File: config.mk
export PLATFORM = sky130hd
export DESIGN_NAME = pipe_ctrl
export DESIGN_NICKNAME = d
export VERILOG_FILES = /design/src/rtl/pipe_ctrl_pkg.sv /design/src/rtl/pipe_ctrl_hazard_unit.sv /design/src/rtl/pipe_ctrl.sv
export SDC_FILE = /design/constraint.sdc
export NUM_CORES = 1
export LEC_CHECK = 0
export ABC_CLOCK_PERIOD_IN_PS = 1900
export CAP_MARGIN = 10
export CELL_PAD_IN_SITES_DETAIL_PLACEMENT = 1
export CELL_PAD_IN_SITES_GLOBAL_PLACEMENT = 1
export CORE_MARGIN = 2
export CORE_UTILIZATION = 21
export DETAILED_ROUTE_END_ITERATION = 10
export PLACE_DENSITY = 0.9
export SETUP_SLACK_MARGIN = 0.5
export SLEW_MARGIN = 20
export SYNTH_ARGS = -nofsm -noshare
export SYNTH_HDL_FRONTEND = slang
export SYNTH_HIERARCHICAL = 1
export SYNTH_SLANG_ARGS = --single-unit
File: constraint.sdc
create_clock -name clk -period 1.9 [get_ports clk]
set_input_delay 0.38 -clock clk [delete_from_list [all_inputs] [get_ports clk]]
set_output_delay 0.38 -clock clk [all_outputs]
set_load 0.02 [all_outputs]
File: src/rtl/pipe_ctrl_pkg.sv
// Shared widths and FSM state encodings for the pipeline sequencing controller.
`ifndef PIPE_CTRL_DEFINES
`define PIPE_CTRL_DEFINES
`define REG_ADDR_WIDTH 5
`define INST_ADDR_WIDTH 32
`define ZERO_REG 5'd0
`endif

package pipe_ctrl_pkg;

  typedef enum logic [1:0] {
    S_RUN      = 2'd0,
    S_MEM_WAIT = 2'd1,
    S_HALT     = 2'd2
  } state_e;

  localparam int TMO_W = 16;

endpackage

File: src/rtl/pipe_ctrl_hazard_unit.sv
// Load-use hazard detect: a load in EX whose destination feeds the instruction in ID.
module hazard_unit (
  input  logic                        ex_mem_read_i,
  input  logic [`REG_ADDR_WIDTH-1:0]  ex_rd_waddr_i,
  input  logic [`REG_ADDR_WIDTH-1:0]  id_rs1_raddr_i,
  input  logic [`REG_ADDR_WIDTH-1:0]  id_rs2_raddr_i,
  output logic                        load_use_o
);

  // x0 never carries a real dependency, so a load targeting it needs no bubble.
  assign load_use_o = ex_mem_read_i && (ex_rd_waddr_i != `ZERO_REG) &&
                      ((ex_rd_waddr_i == id_rs1_raddr_i) || (ex_rd_waddr_i == id_rs2_raddr_i));

endmodule

File: src/rtl/pipe_ctrl.sv
// Pipeline stall/flush/redirect controller with memory-wait timeout and ebreak halt.
// Optional performance counters are built when PIPE_CTRL_PERF_CNT_EN is defined.
module pipe_ctrl
  import pipe_ctrl_pkg::*;
#(
  parameter int MEM_TIMEOUT = 255,
  parameter int CNT_W       = 32
) (
  input  logic                         clk,
  input  logic                         rst,
  input  logic [`REG_ADDR_WIDTH-1:0]   id_rs1_raddr_i,
  input  logic [`REG_ADDR_WIDTH-1:0]   id_rs2_raddr_i,
  input  logic                         id_ebreak_i,
  input  logic [`REG_ADDR_WIDTH-1:0]   ex_rd_waddr_i,
  input  logic                         ex_mem_read_i,
  input  logic                         ex_jump_req_i,
  input  logic [`INST_ADDR_WIDTH-1:0]  ex_jump_addr_i,
  input  logic                         mem_req_i,
  input  logic                         mem_ack_i,
  input  logic                         resume_i,
  output logic                         stall_pc_o,
  output logic                         stall_if_id_o,
  output logic                         stall_id_ex_o,
  output logic                         stall_ex_mem_o,
  output logic                         flush_if_id_o,
  output logic                         flush_id_ex_o,
  output logic                         jump_o,
  output logic [`INST_ADDR_WIDTH-1:0]  jump_addr_o,
  output logic                         mem_err_o,
  output logic                         halted_o,
  output logic [CNT_W-1:0]             stall_cnt_o,
  output logic [CNT_W-1:0]             flush_cnt_o
);

  localparam logic [TMO_W-1:0] TMO_MAX = TMO_W'(MEM_TIMEOUT);

  state_e            state_q, state_d;
  logic [TMO_W-1:0]  tmo_q, tmo_d;
  logic              mem_err_q, mem_err_d;
  logic              load_use;

  hazard_unit u_hazard (
    .ex_mem_read_i  (ex_mem_read_i),
    .ex_rd_waddr_i  (ex_rd_waddr_i),
    .id_rs1_raddr_i (id_rs1_raddr_i),
    .id_rs2_raddr_i (id_rs2_raddr_i),
    .load_use_o     (load_use)
  );

  always_ff @(posedge clk) begin
    if (!rst) begin
      state_q   <= S_RUN;
      tmo_q     <= '0;
      mem_err_q <= 1'b0;
    end else begin
      state_q   <= state_d;
      tmo_q     <= tmo_d;
      mem_err_q <= mem_err_d;
    end
  end

  always_comb begin
    state_d        = state_q;
    tmo_d          = tmo_q;
    mem_err_d      = 1'b0;
    stall_pc_o     = 1'b0;
    stall_if_id_o  = 1'b0;
    stall_id_ex_o  = 1'b0;
    stall_ex_mem_o = 1'b0;
    flush_if_id_o  = 1'b0;
    flush_id_ex_o  = 1'b0;
    jump_o         = 1'b0;
    jump_addr_o    = '0;
    halted_o       = 1'b0;
    case (state_q)
      S_RUN: begin
        // Oldest stage wins: a stalled memory access freezes even a resolved jump.
        if (mem_req_i && !mem_ack_i) begin
          stall_pc_o     = 1'b1;
          stall_if_id_o  = 1'b1;
          stall_id_ex_o  = 1'b1;
          stall_ex_mem_o = 1'b1;
          state_d        = S_MEM_WAIT;
          tmo_d          = TMO_W'(1);
        end else if (ex_jump_req_i) begin
          jump_o        = 1'b1;
          jump_addr_o   = ex_jump_addr_i;
          flush_if_id_o = 1'b1;
          flush_id_ex_o = 1'b1;
        end else if (load_use) begin
          stall_pc_o    = 1'b1;
          stall_if_id_o = 1'b1;
          flush_id_ex_o = 1'b1;
        end else if (id_ebreak_i) begin
          flush_if_id_o = 1'b1;
          stall_pc_o    = 1'b1;
          state_d       = S_HALT;
        end
      end
      S_MEM_WAIT: begin
        stall_pc_o     = !mem_ack_i;
        stall_if_id_o  = !mem_ack_i;
        stall_id_ex_o  = !mem_ack_i;
        stall_ex_mem_o = !mem_ack_i;
        // An ack arriving on the final allowed cycle still wins over the timeout.
        if (mem_ack_i) begin
          state_d = S_RUN;
          tmo_d   = '0;
        end else if (tmo_q == TMO_MAX) begin
          mem_err_d = 1'b1;
          state_d   = S_RUN;
          tmo_d     = '0;
        end else begin
          tmo_d = tmo_q + TMO_W'(1);
        end
      end
      S_HALT: begin
        halted_o      = 1'b1;
        stall_pc_o    = 1'b1;
        stall_if_id_o = 1'b1;
        flush_id_ex_o = 1'b1;
        if (resume_i) state_d = S_RUN;
      end
      default: begin
        state_d = S_RUN;
        tmo_d   = '0;
      end
    endcase
    if (!rst) begin
      stall_pc_o     = 1'b0;
      stall_if_id_o  = 1'b0;
      stall_id_ex_o  = 1'b0;
      stall_ex_mem_o = 1'b0;
      flush_if_id_o  = 1'b0;
      flush_id_ex_o  = 1'b0;
      jump_o         = 1'b0;
      jump_addr_o    = '0;
      halted_o       = 1'b0;
    end
  end

  assign mem_err_o = mem_err_q;

`ifdef PIPE_CTRL_PERF_CNT_EN
  logic [CNT_W-1:0] stall_cnt_q, flush_cnt_q;

  always_ff @(posedge clk) begin
    if (!rst) begin
      stall_cnt_q <= '0;
      flush_cnt_q <= '0;
    end else begin
      if (stall_pc_o)    stall_cnt_q <= stall_cnt_q + CNT_W'(1);
      if (flush_id_ex_o) flush_cnt_q <= flush_cnt_q + CNT_W'(1);
    end
  end

  assign stall_cnt_o = stall_cnt_q;
  assign flush_cnt_o = flush_cnt_q;
`else
  assign stall_cnt_o = '0;
  assign flush_cnt_o = '0;
`endif

endmodule

**Word level (Yosys, flattened, before mapping)**

Cells that the tools add are included.

- Register bits after elaboration: 19
- Bits in latches: 0
- Bits in read-only memories: 0
- Memories: 0
- Logic and storage cells: 74
- Input bits: 55
- Bits in writable memories: 0
- Output and inout port bits: 105

- Reduce and logical (&&, ||, !) cells: 10
- Multiplexer cells: 46
- Equality and inequality tests: 11
- Shift-type cells: 0
- Bitwise logic cells: 3
- Div/mod/pow operators: 0
- $add $sub $neg: 1
- Multiply operators: 0
- Order comparisons: 0

Operator list:

| operator | number |
|---|---|
| $mux W32 | 4 |
| $mux W16 | 3 |
| $pmux W16 S3 | 1 |
| $mux W1 | 26 |
| $add A16 B1 Y16 const B | 1 |
| $eq A16 B8 Y1 const B | 1 |
| $mux W2 | 7 |
| $ne A3 B3 Y1 const B | 4 |
| $eq A5 B5 Y1 | 2 |
| $pmux W1 S3 | 2 |
| $pmux W2 S3 | 1 |
| $reduce_and A5 Y1 | 1 |
| $reduce_bool A5 Y1 | 1 |
| $ne A2 B2 Y1 const B | 2 |
| $pmux W1 S2 | 2 |
| $logic_and A1 B1 Y1 | 3 |
| $not A1 Y1 | 3 |
| $reduce_or A3 Y1 | 1 |
| $eq A2 B1 Y1 const B | 1 |
| $eq A2 B2 Y1 const B | 1 |
| $logic_not A2 Y1 | 1 |
| $reduce_and A2 Y1 | 1 |
| $logic_not A1 Y1 | 1 |
| $logic_or A1 B1 Y1 | 1 |

**Longest topological paths before layout**

- Depth after elaboration: 8
- Gate-level depth with buffers: 7
- Mapped depth without buffers: 7

**Hierarchy**

Netlist, hierarchy kept.

Modules (own cells, without submodules):

| module | cells an instance | area each (µm²) | seq. area each (µm²) | instances |
|---|---|---|---|---|
| pipe_ctrl | 238 | 1804.2 | 380.4 | 1 |
| hazard_unit | 17 | 125.1 | 0.0 | 1 |

**Least setup slack after synthesis**

Ideal clock, no wire load.

- Path type: reg-to-output
- From: register state_q[0]
- To: output port stall_id_ex_o
- Arrival time: 1.726 ns
- Cell stages (with the launch flop): 5
- Buffers on the path: 2
- Setup slack: -0.206 ns
- Required time: 1.520 ns
- Cells stage by stage: dfxtp_1 > clkbuf_1 > nor2_1 > nor4_1 > buf_4

- Longest elaborated chain between the ends: 3
- Elaborated cells between the ends (all ways): 4
- Those cells by class: eq/ne: 1; mux: 2; reduce/logical: 1

Ends and longest elaborated chain:

| element | RTL line | text |
|---|---|---|
| start: declaration | pipe_ctrl.sv:37 | `state_e state_q, state_d;` |
| start signal: assignment | pipe_ctrl.sv:56 | `state_q <= state_d;` |
| $eq A2 B1 Y1 or $logic_not A2 Y1 (tied branches) | -- |  |
| $pmux W1 S2 (*) | -- |  |
| $mux W1 (*) | -- |  |
| end: declaration | pipe_ctrl.sv:23 | `output logic stall_id_ex_o,` |

Mark *: on every way between the ends. The rest lies on a longest branch, timed or not.

**Worst setup path after layout**

- From: input port id_rs1_raddr_i[3]
- To: output port stall_pc_o

- Longest elaborated chain between the ends: 8

Ends and longest elaborated chain:

| element | RTL line | text |
|---|---|---|
| start: declaration | pipe_ctrl.sv:11 | `` input logic [`REG_ADDR_WIDTH-1:0] id_rs1_raddr_i, `` |
| $eq A5 B5 Y1 | pipe_ctrl_hazard_unit.sv:12 | `((ex_rd_waddr_i == id_rs1_raddr_i) \|\| (ex_rd_waddr_i == id_rs2_raddr_i));` |
| $logic_or A1 B1 Y1 | pipe_ctrl_hazard_unit.sv:12 |  |
| $logic_and A1 B1 Y1 | pipe_ctrl_hazard_unit.sv:11 | `` assign load_use_o = ex_mem_read_i && (ex_rd_waddr_i != `ZERO_REG) && `` |
| named net load_use | pipe_ctrl.sv:40 | `logic load_use;` |
| $mux W1 | pipe_ctrl.sv:90 | `end else if (load_use) begin` |
| $mux W1 | pipe_ctrl.sv:85 | `end else if (ex_jump_req_i) begin` |
| $mux W1 | pipe_ctrl.sv:78 | `if (mem_req_i && !mem_ack_i) begin` |
| $pmux W1 S3 | pipe_ctrl.sv:75 | `case (state_q)` |
| $mux W1 | pipe_ctrl.sv:129 | `if (!rst) begin` |
| end: declaration | pipe_ctrl.sv:21 | `output logic stall_pc_o,` |

The timed path passes the listed nets, and every way through them passes these cells.

==> reports/results.ini <==
[routing]
detail_route.vias_per_cell = 4.51
postRouteWirelength_um = 9600
detailedRoute.firstIterationViolations = 67
drt_first_pass_iters = 4
post-route-drc-count = 0
per_cell_routed_wire_length_um = 18.5
detailroute.via_count = 2335
detail-route-antenna-nets = 0

[floorplanning]
standard_cell_rows = 34
dieWidth_um = 99.9
die_area_sq_um = 9970
starting_density_of_the_core = 0.219
io-pin-count = 160
overall_die_height_um = 99.9
core-area_sq_um = 8810

[synth]
synth_largest_area_cell = buf_4
yosys_register_bits = 19
synth-warning-count = 6
ys_dominant_reg_cell = dfxtp_1
post_synth_most_frequent_cells = buf_4 (65), and2_1 (33), dfxtp_1 (19)
synth.area.top_cells = buf_4 (25%), dfxtp_1 (20%), and2_1 (11%), a21oi_1 (3.6%), a211oi_1 (2.7%)
ys_seq_area_frac = 0.197
synthesis.area_per_instance_sq_um = 7.57
syn-cell-area_sq_um = 1930
post_synth_inst_count = 255
synth_top_area_share = 0.253
ys_types = 46
synth_edf_count = 0
synthMostInstantiatedCell = buf_4
proportion_of_register_bits_with_asynchronous_set_or_reset_after_synthesis = 0

[timing]
fmax_mhz = 455
setup_repair_after_global_routing_missed_its_margin = true
post-route-worst-setup-slack_ps = -296
timing.clock.skew_ps = 6.06
finalSetupViolCount = 14
period_minus_slack_ps = 2200
report.final.hold_viol_count = 0
finalCritPeriodShare = 1.16
final-max-slew-violation-count = 0

[power]
leakage_uw = 0.00174
powerDensity_nw_per_um2 = 367
ir_worst_vdd_mv = 0.379

[setup_path]
crit_path_end_kind = output pin
required_ps = 1520
setup.reg_to_reg.worst_slack_ps = -40
crit_fanout = 3
worstPathArrival_ps = 1820
timing.critical_path.from = id_rs1_raddr_i[3]
crit-reg2reg-launch = state_q[1]
cp-endpoint = stall_pc_o
critical_path_class = in -> out
timing.critical_path.from_type = input port
regToRegEndpoint = tmo_q[11]
worst_r2r_path_depth = 8

[clock_tree]
clock_tree.htree_level_count = 1
root_buffer = clkbuf_8
tritoncts.num_buffers = 3
path_clk_slew_ps = 80
clk-insertion-delay-late_ps = 260
cts_tree = yes
count_of_hold_buffers_inserted_by_post_cts_repair = 0
cts.sink_count = 19
cts-root-to-sink-buffers = 2

[cells_and_area]
layout.nets = 467
layout.filler_cells = 1009
stdcell_count = 518
finalInstanceArea_sq_um = 4090
insertedDiodeCount = 0
layout-drive-gt1-share = 0.593
final_core_utilization = 0.464
synthToLayoutAreaGrowth_pct = 112

[place]
gp_routability_congestion = 0.880
place.detailed.hpwl_um = 6010
buffer_ports.inserted = 95
placement.cell_area_sq_um = 3130
placement.setup.worst_slack_ps = -1250
placed_insts = 474

[global_routing]
grt_use_total = 0.175
grt_start_max_net_pins = 16
grt_first_pass_wirelength_um = 13700
antenna_found_initial = 0
first_global_vias = 2472
global_route.overflow_total = 0

[worst_hold_path]
hold_crit_class = reg -> reg

[flow_run]
number_of_violations_of_the_max_capacitance_limit = 0

[run_status]
failed_checks = negative setup slack
outcome = finished, violations left

## logic make-up (layout without fill, tap and decap cells)
group,after synthesis,in the layout,share of synthesized area
XOR/XNOR,11,11,0.0499
AND/OR/NAND/NOR,94,94,0.292
adder cells (fa/ha/maj),1,1,0.00648
other,1,64,0.00194
multiplexers,1,1,0.00519
AO/OA/AOI/OAI,46,46,0.156
flip-flops,19,19,0.197
buffers and inverters,82,174,0.291
## cell usage in the layout (no fill, tap or decap), types with 6 or more instances in the layout
cell             synthesis  routed
buf_6                    1      65
conb_1                   1      64
buf_4                   65      38
clkdlybuf4s50_1          0      35
and2_4                   0      32
dfxtp_2                  0       8
a211oi_2                 0       7
dfxtp_1                 19       7
nor3_2                   0       6
## through the flow
| step | TNS [ps] | total power [uW] | hold WS [ps] |
|---|---|---|---|
| floorplan | -1.56 | 833 | 461 |
| global placement | -30640 | 976 | 476 |
| detailed placement | -33020 | 989 | 502 |
| CTS | -1290 | 1410 | 448 |
| global route | -4940 | 1570 | 502 |
| finish | -1390 | 1500 | 492 |
## report_power, final
part           internal, uW  switching [uW]  total, uW  leakage [uW]
Sequential              399            6.18        405      0.000160
Clock                   148             148        297     0.0000217
Combinational           394             405        799       0.00155
## sequential cells by signal, summed over array words and instances (netlist names)
name / flops
tmo_q: 16
state_q: 2
mem_err_o: 1
## critical path, stage by stage
cell	delay [ps]
dlygate4sd2_1	240
xnor2_1	220
nand3_2	150
a21oi_4	220
a21oi_2	70
o22a_2	260
a21oi_4	130
buf_6	130
## how the worst min path moves through the flow
stage | endpoint | cells past startpoint | from
after floorplan | tmo_q[15] | 2 | tmo_q[15]
after global placement | tmo_q[15] | 2 | tmo_q[15]
after detailed placement | tmo_q[15] | 2 | tmo_q[15]
after CTS | tmo_q[5] | 3 | rst
after global routing | tmo_q[5] | 3 | rst
final | tmo_q[3] | 2 | tmo_q[3]
## layout make-up
| class | instances | area (sq um) | area share |
|---|---|---|---|
| multi-input combinational | 217 | 1770 | 0.432 |
| sequential | 19 | 405 | 0.0991 |
| tap | 108 | 135 | 0.0330 |
| clock buffer | 3 | 41.3 | 0.0101 |
| timing repair buffer | 164 | 1710 | 0.418 |
| clock inverter | 1 | 7.51 | 0.00184 |
| inverter | 6 | 25.0 | 0.00612 |
## repair_timing
| item | in CTS | in global routing |
|---|---|---|
| setup buffers | 26 | 9 |
| gates resized for setup | 367 | 57 |
| endpoints found under the hold margin | 0 | 0 |
| setup endpoints to repair | 60 | 59 |
| pin swaps | 36 | 24 |
| gates cloned | 5 | 0 |
## metal layers
metal / vias up / part of all wire / track usage
met2: 73 / 0.56 / 0.350
met5: - / 0 / 0
met4: 0 / 0.012 / 0.0242
li1: 1064 / - / -
met1: 1188 / 0.39 / 0.201
met3: 10 / 0.036 / 0.0209
Note: power is estimated with default switching activity, not from simulation.
